File: src/rtl/alu_issue_if.sv
// rtl/alu_issue_if.sv - decode-side request and ALU-side operand/selector bundle for alu_issue_ctrl
interface alu_issue_if;
  logic        in_valid;
  logic        in_ready;
  logic [1:0]  alu_op;
  logic [5:0]  funct;
  logic [31:0] op_a;
  logic [31:0] op_b;
  logic [31:0] Data1;
  logic [31:0] Data2;
  logic [3:0]  selector;
  logic        res_valid;
  logic        busy;
  logic        illegal;
  logic        div_zero;

  modport master (
    output in_valid, alu_op, funct, op_a, op_b,
    input  in_ready, Data1, Data2, selector, res_valid, busy, illegal, div_zero
  );

  modport slave (
    input  in_valid, alu_op, funct, op_a, op_b,
    output in_ready, Data1, Data2, selector, res_valid, busy, illegal, div_zero
  );
endinterface

File: src/rtl/alu_issue_ctrl.sv
// rtl/alu_issue_ctrl.sv - registers ALU operands/selector and holds them for the op latency
module alu_issue_ctrl #(
  parameter int MUL_CYCLES = 2,
  parameter int DIV_CYCLES = 4
) (
  input  logic        clk,
  input  logic        rst_n,
  alu_issue_if.slave  bus
);
  typedef enum logic {IDLE, EXEC} state_t;

  localparam logic [3:0] MUL_LAT_M1 = 4'(MUL_CYCLES - 1);
  localparam logic [3:0] DIV_LAT_M1 = 4'(DIV_CYCLES - 1);

  state_t      state_q, state_d;
  logic [3:0]  cnt_q, cnt_d;
  logic [31:0] data1_q, data1_d;
  logic [31:0] data2_q, data2_d;
  logic [3:0]  sel_q, sel_d;
  logic        illegal_q, illegal_d;
  logic        div_zero_q, div_zero_d;

  logic [3:0]  dec_sel;
  logic        dec_ill;
  logic        dec_mul;
  logic        dec_div;
  logic        dec_dz;
  logic [3:0]  dec_lat_m1;
  logic        res_valid;
  logic        busy;
  logic        in_ready;
  logic        accept;

  always_comb begin
    dec_sel = 4'b1111;
    dec_ill = 1'b0;
    dec_mul = 1'b0;
    dec_div = 1'b0;
    case (bus.alu_op)
      2'b00: dec_sel = 4'b0010;
      2'b01: dec_sel = 4'b0110;
      2'b11: dec_sel = 4'b1111;
      default: begin
        case (bus.funct)
          6'b100000: dec_sel = 4'b0010;
          6'b100010: dec_sel = 4'b0110;
          6'b100100: dec_sel = 4'b0000;
          6'b100101: dec_sel = 4'b0001;
          6'b100110: dec_sel = 4'b0101;
          6'b100111: dec_sel = 4'b1100;
          6'b101010: dec_sel = 4'b0111;
          6'b011000: begin dec_sel = 4'b1000; dec_mul = 1'b1; end
          6'b011010: begin dec_sel = 4'b1010; dec_div = 1'b1; end
          default:   begin dec_sel = 4'b1111; dec_ill = 1'b1; end
        endcase
      end
    endcase
    // Divide by zero is demoted to a single-cycle pass of Data2 (which is 0).
    dec_dz = dec_div && (bus.op_b == 32'd0);
    if (dec_dz) dec_sel = 4'b1111;
    if (dec_mul)                 dec_lat_m1 = MUL_LAT_M1;
    else if (dec_div && !dec_dz) dec_lat_m1 = DIV_LAT_M1;
    else                         dec_lat_m1 = 4'd0;
  end

  assign busy      = (state_q == EXEC);
  assign res_valid = busy && (cnt_q == 4'd0);
  assign in_ready  = !busy || (cnt_q == 4'd0);
  assign accept    = bus.in_valid && in_ready;

  always_comb begin
    state_d    = state_q;
    cnt_d      = cnt_q;
    data1_d    = data1_q;
    data2_d    = data2_q;
    sel_d      = sel_q;
    illegal_d  = illegal_q;
    div_zero_d = div_zero_q;
    if (state_q == EXEC) begin
      if (cnt_q != 4'd0) cnt_d = cnt_q - 4'd1;
      else               state_d = IDLE;
    end
    if (accept) begin
      state_d    = EXEC;
      cnt_d      = dec_lat_m1;
      data1_d    = bus.op_a;
      data2_d    = bus.op_b;
      sel_d      = dec_sel;
      illegal_d  = dec_ill;
      div_zero_d = dec_dz;
    end
  end

  always_ff @(posedge clk or negedge rst_n) begin
    if (!rst_n) begin
      state_q    <= IDLE;
      cnt_q      <= 4'd0;
      data1_q    <= 32'd0;
      data2_q    <= 32'd0;
      sel_q      <= 4'b0010;
      illegal_q  <= 1'b0;
      div_zero_q <= 1'b0;
    end else begin
      state_q    <= state_d;
      cnt_q      <= cnt_d;
      data1_q    <= data1_d;
      data2_q    <= data2_d;
      sel_q      <= sel_d;
      illegal_q  <= illegal_d;
      div_zero_q <= div_zero_d;
    end
  end

  assign bus.in_ready  = in_ready;
  assign bus.res_valid = res_valid;
  assign bus.busy      = busy;
  assign bus.Data1     = data1_q;
  assign bus.Data2     = data2_q;
  assign bus.selector  = sel_q;
  assign bus.illegal   = illegal_q;
  assign bus.div_zero  = div_zero_q;
endmodule
File: src/flat_wrapper.sv
// flat-port wrapper written by rule: the top's interface ports become plain ports
module alu_issue_ctrl_flat 
#(
  parameter int MUL_CYCLES = 2,
  parameter int DIV_CYCLES = 4
)
  (clk, rst_n, bus_in_valid, bus_alu_op, bus_funct, bus_op_a, bus_op_b, bus_in_ready, bus_Data1, bus_Data2, bus_selector, bus_res_valid, bus_busy, bus_illegal, bus_div_zero);
  alu_issue_if bus_i ();
  input  logic clk;
  input  logic rst_n;
  input wire logic [$bits(bus_i.in_valid)-1:0] bus_in_valid;
  input wire logic [$bits(bus_i.alu_op)-1:0] bus_alu_op;
  input wire logic [$bits(bus_i.funct)-1:0] bus_funct;
  input wire logic [$bits(bus_i.op_a)-1:0] bus_op_a;
  input wire logic [$bits(bus_i.op_b)-1:0] bus_op_b;
  output wire logic [$bits(bus_i.in_ready)-1:0] bus_in_ready;
  output wire logic [$bits(bus_i.Data1)-1:0] bus_Data1;
  output wire logic [$bits(bus_i.Data2)-1:0] bus_Data2;
  output wire logic [$bits(bus_i.selector)-1:0] bus_selector;
  output wire logic [$bits(bus_i.res_valid)-1:0] bus_res_valid;
  output wire logic [$bits(bus_i.busy)-1:0] bus_busy;
  output wire logic [$bits(bus_i.illegal)-1:0] bus_illegal;
  output wire logic [$bits(bus_i.div_zero)-1:0] bus_div_zero;
  assign bus_i.in_valid = bus_in_valid;
  assign bus_i.alu_op = bus_alu_op;
  assign bus_i.funct = bus_funct;
  assign bus_i.op_a = bus_op_a;
  assign bus_i.op_b = bus_op_b;
  assign bus_in_ready = bus_i.in_ready;
  assign bus_Data1 = bus_i.Data1;
  assign bus_Data2 = bus_i.Data2;
  assign bus_selector = bus_i.selector;
  assign bus_res_valid = bus_i.res_valid;
  assign bus_busy = bus_i.busy;
  assign bus_illegal = bus_i.illegal;
  assign bus_div_zero = bus_i.div_zero;
  alu_issue_ctrl #(.MUL_CYCLES(MUL_CYCLES), .DIV_CYCLES(DIV_CYCLES)) u_core (.clk(clk), .rst_n(rst_n), .bus(bus_i));
endmodule
File: config.mk
export PLATFORM = sky130hd
export DESIGN_NAME = alu_issue_ctrl_flat
export DESIGN_NICKNAME = d
export VERILOG_FILES = /design/src/rtl/alu_issue_if.sv /design/src/rtl/alu_issue_ctrl.sv /design/src/flat_wrapper.sv
export SDC_FILE = /design/constraint.sdc
export NUM_CORES = 1
export LEC_CHECK = 0
export ABC_AREA = 1
export ABC_CLOCK_PERIOD_IN_PS = 1500
export BUFFER_PORTS_ARGS = -buffer_cell sky130_fd_sc_hd__buf_2
export CORE_MARGIN = 5
export CORE_UTILIZATION = 42
export DETAILED_ROUTE_END_ITERATION = 16
export PLACE_DENSITY = 0.79
export SYNTH_ARGS = -nofsm -noshare
export SYNTH_HDL_FRONTEND = slang
export SYNTH_SLANG_ARGS = --single-unit
File: constraint.sdc
create_clock -name clk -period 1.5 [get_ports clk]
set_input_delay 0.3 -clock clk [delete_from_list [all_inputs] [get_ports clk]]
set_output_delay 0.3 -clock clk [all_outputs]
set_load 0.01 [all_outputs]
==> impl_metrics.yaml <==
status:
  status: "finished with violations"
  violations: "negative setup slack"
floorplan:
  core_area_sq_mm: 0.00761
  initial_core_util_pct: 42.5
  die_x_um: 97.7
  placementRows: 32
  ios: 148
  fp.dieH_um: 97.7
  dieArea_sq_mm: 0.00955
placement:
  port_buffers: 147
  post-place-ws_ns: -0.0574
  gp_congestion: 0.784
  dp_hpwl_mm: 6.38
grt:
  grt_max_degree: 40
  grt_pass1_vias: 3040
  grt_pass1_wl_mm: 14.5
  antenna_found_initial: 0
  track_usage_pct: 18.6
  grt_overflow: 0
detailed_routing:
  dr_total_vias: 3076
  viasPerCell: 4.56
  wl_per_cell_um: 13.0
  firstDrtPassIters: 4
  ant_nets: 0
  post-route-drc-count: 0
  drt_wl_total_mm: 8.76
  drt_iter0_drc: 89
sta:
  final_max_slew_viol_count: 0
  fmax_mhz: 638
  finClkSkew_ns: 0.00953
  finalCriticalPeriod_ns: 1.57
  max_slew_margin_pct: 71.2
  tightest_slew_ns: 0.432
  fin_crit_sh_pct: 104
  worst_slack_ns: -0.0667
  rsz0062_at_grt: "yes"
  finalHoldViolCount: 0
  whs_ns: 0.151
  finalSetupViolations: 4
clock_network:
  cts_max_path_buffers: 2
  htreeDepth: 3
  cts_tree: "done"
  cts.sinks: 75
  cts_buffers: 9
  root_buffer: "clkbuf_8"
  clk_pin_slew_worst_paths_ns: 0.08
  insertion_delay_ns: 0.34
critical_path:
  crit_path_max_fanout: 4
  slowest_delay_ns: 0.41
  crit_path_end_kind: "output port"
  critPathMostFrequentCell: "nand2_4"
  cp.arrival_ns: 1.27
  critical_path.slowest_cell: "dfrtp_1"
  path_class: "reg2out"
  start_kind: "flip-flop"
  crit_path_cell_trace: "inv_2 -> ha_4 -> nand2_4 -> nand2_4 -> buf_6"
  required_ns: 1.20
min_path:
  min_path_type: "in2reg"
yosys:
  syn_inst: 409
  synth-seq-cells: 75
  netlist_area_sq_mm: 0.00323
  seq_area_frac_synth_pct: 58.1
  ys_warn_count: 0
  synthDistinctLibCells: 27
  synthesis.nets: 485
  synth_area_per_cell_sq_um: 7.90
final_layout:
  layout_commonest_cell: "nand2_1"
  areaGrowthSynthToFinish_pct: 39.1
  drive_gt1_share_pct: 33.2
  layout_common_cells: "nand2_1, buf_2, dfrtp_1"
  fin_util_pct: 59.1
  nFillCells: 700
  fin_nets: 643
  antenna_cells: 0
pwr:
  vdd_ir_drop_max_mv: 0.919
  power_density_mw_per_mm2: 1990
  p_leak_uw: 0.00263
job:
  timing.max_cap.violations: 0
## final timing paths
path | start | slack [ns] | endpoint | depth (start not counted)
max in group asynchronous | rst_n | 0.52 | u_core.bus.Data2[28] | 3
hold / removal | bus_op_a[10] | 0.15 | u_core.bus.Data1[10] | 3
setup / recovery | u_core.cnt_q[0] | -0.07 | bus_in_ready | 5
min in group asynchronous | rst_n | 0.45 | u_core.bus.Data1[9] | 2
setup reg to reg | u_core.cnt_q[0] | -0.03 | u_core.bus.illegal | 7
hold reg to reg | u_core.bus.Data1[24] | 0.48 | u_core.bus.Data1[24] | 2
## kinds of logic after synthesis
family	Yosys count	share of synthesized area, %
AO/OA/AOI/OAI	13	2.52
adder cells (fa/ha/maj)	1	0.387
buffers and inverters	31	4.18
flip-flops	75	58.1
AND/OR/NAND/NOR	289	34.8
## final cells by class
type                       instances  area, sq um  share of cell area, %
sequential                        75         1880                   41.8
clock inverter                     4         72.6                   1.62
multi-input combinational        303         1250                   27.8
inverter                          17         71.3                   1.59
tap                              102          128                   2.84
clock buffer                      12          155                   3.45
timing repair buffer             161          938                   20.9
## where the power goes
| group | switching [uW] | internal (uW) |
|---|---|---|
| registers | 546 | 2970 |
| logic | 2050 | 1620 |
| clock network | 718 | 1030 |
| total | 3310 | 5620 |
## synth_stat cells
library cell	count	area (sq um)
nand2_1	229	860
dfrtp_1	74	1850
nor2_1	47	176
inv_1	15	56.3
buf_2	7	35.0
a21oi_1	5	25.0
clkbuf_1	5	18.8
nand3_1	5	25.0
buf_4	2	15.0
nand2_4	2	22.5
o21ai_1	2	10.0
a22oi_1	1	7.51
a31oi_1	1	6.26
and3_1	1	6.26
dfstp_2	1	26.3
ha_1	1	12.5
inv_2	1	3.75
inv_4	1	6.26
nand2_2	1	6.26
nor2_2	1	6.26
o211ai_2	1	12.5
o21a_1	1	7.51
o21ai_0	1	5.00
o31ai_1	1	7.51
or2_0	1	6.26
or2_2	1	6.26
or2_4	1	8.76
## repair_timing
action,CTS,global route
setup endpoints to repair,75,75
buffers inserted,1,2
gates resized for setup,10,3
gates cloned,0,1
pin swaps,3,2
hold buffers,1,0
endpoints found under the hold margin,29,0
## sequential cells by signal, indices dropped and copies added, names as in the netlist
signal and count:
u_core.bus.Data1 32, u_core.bus.Data2 32, u_core.bus.selector 4, u_core.cnt_q 4, u_core.bus.busy 1, u_core.bus.div_zero 1, u_core.bus.illegal 1
## stage by stage
step                      cells  instance area [sq um]  total power, uW  TNS (ns)
after detailed placement    653                   4160             7000    -0.578
final                       674                   4490             8930    -0.147
after global placement      653                   4160             6860         0
after global routing        674                   4490             9630     -1.33
after floorplan             409                   3230             5380         0
after CTS                   671                   4440             8910    -0.125
## critical path: cells and delay by family, from the launching register on
kind | cells | cell delay, ns
fa+ha+maj | 1 | 0.15
buf+inv | 2 | 0.21
flops | 1 | 0.41
simple gates | 2 | 0.17
## per-layer routing
layer  up-vias  GRT usage [%]  wire length (um)
met4         0           5.75                49
met3         7           6.32               634
met5         -              0                 0
met2       105           31.1              4340
li1       1550              -                 -
met1      1414           22.9              3740
(Power assumes the default switching activity.)
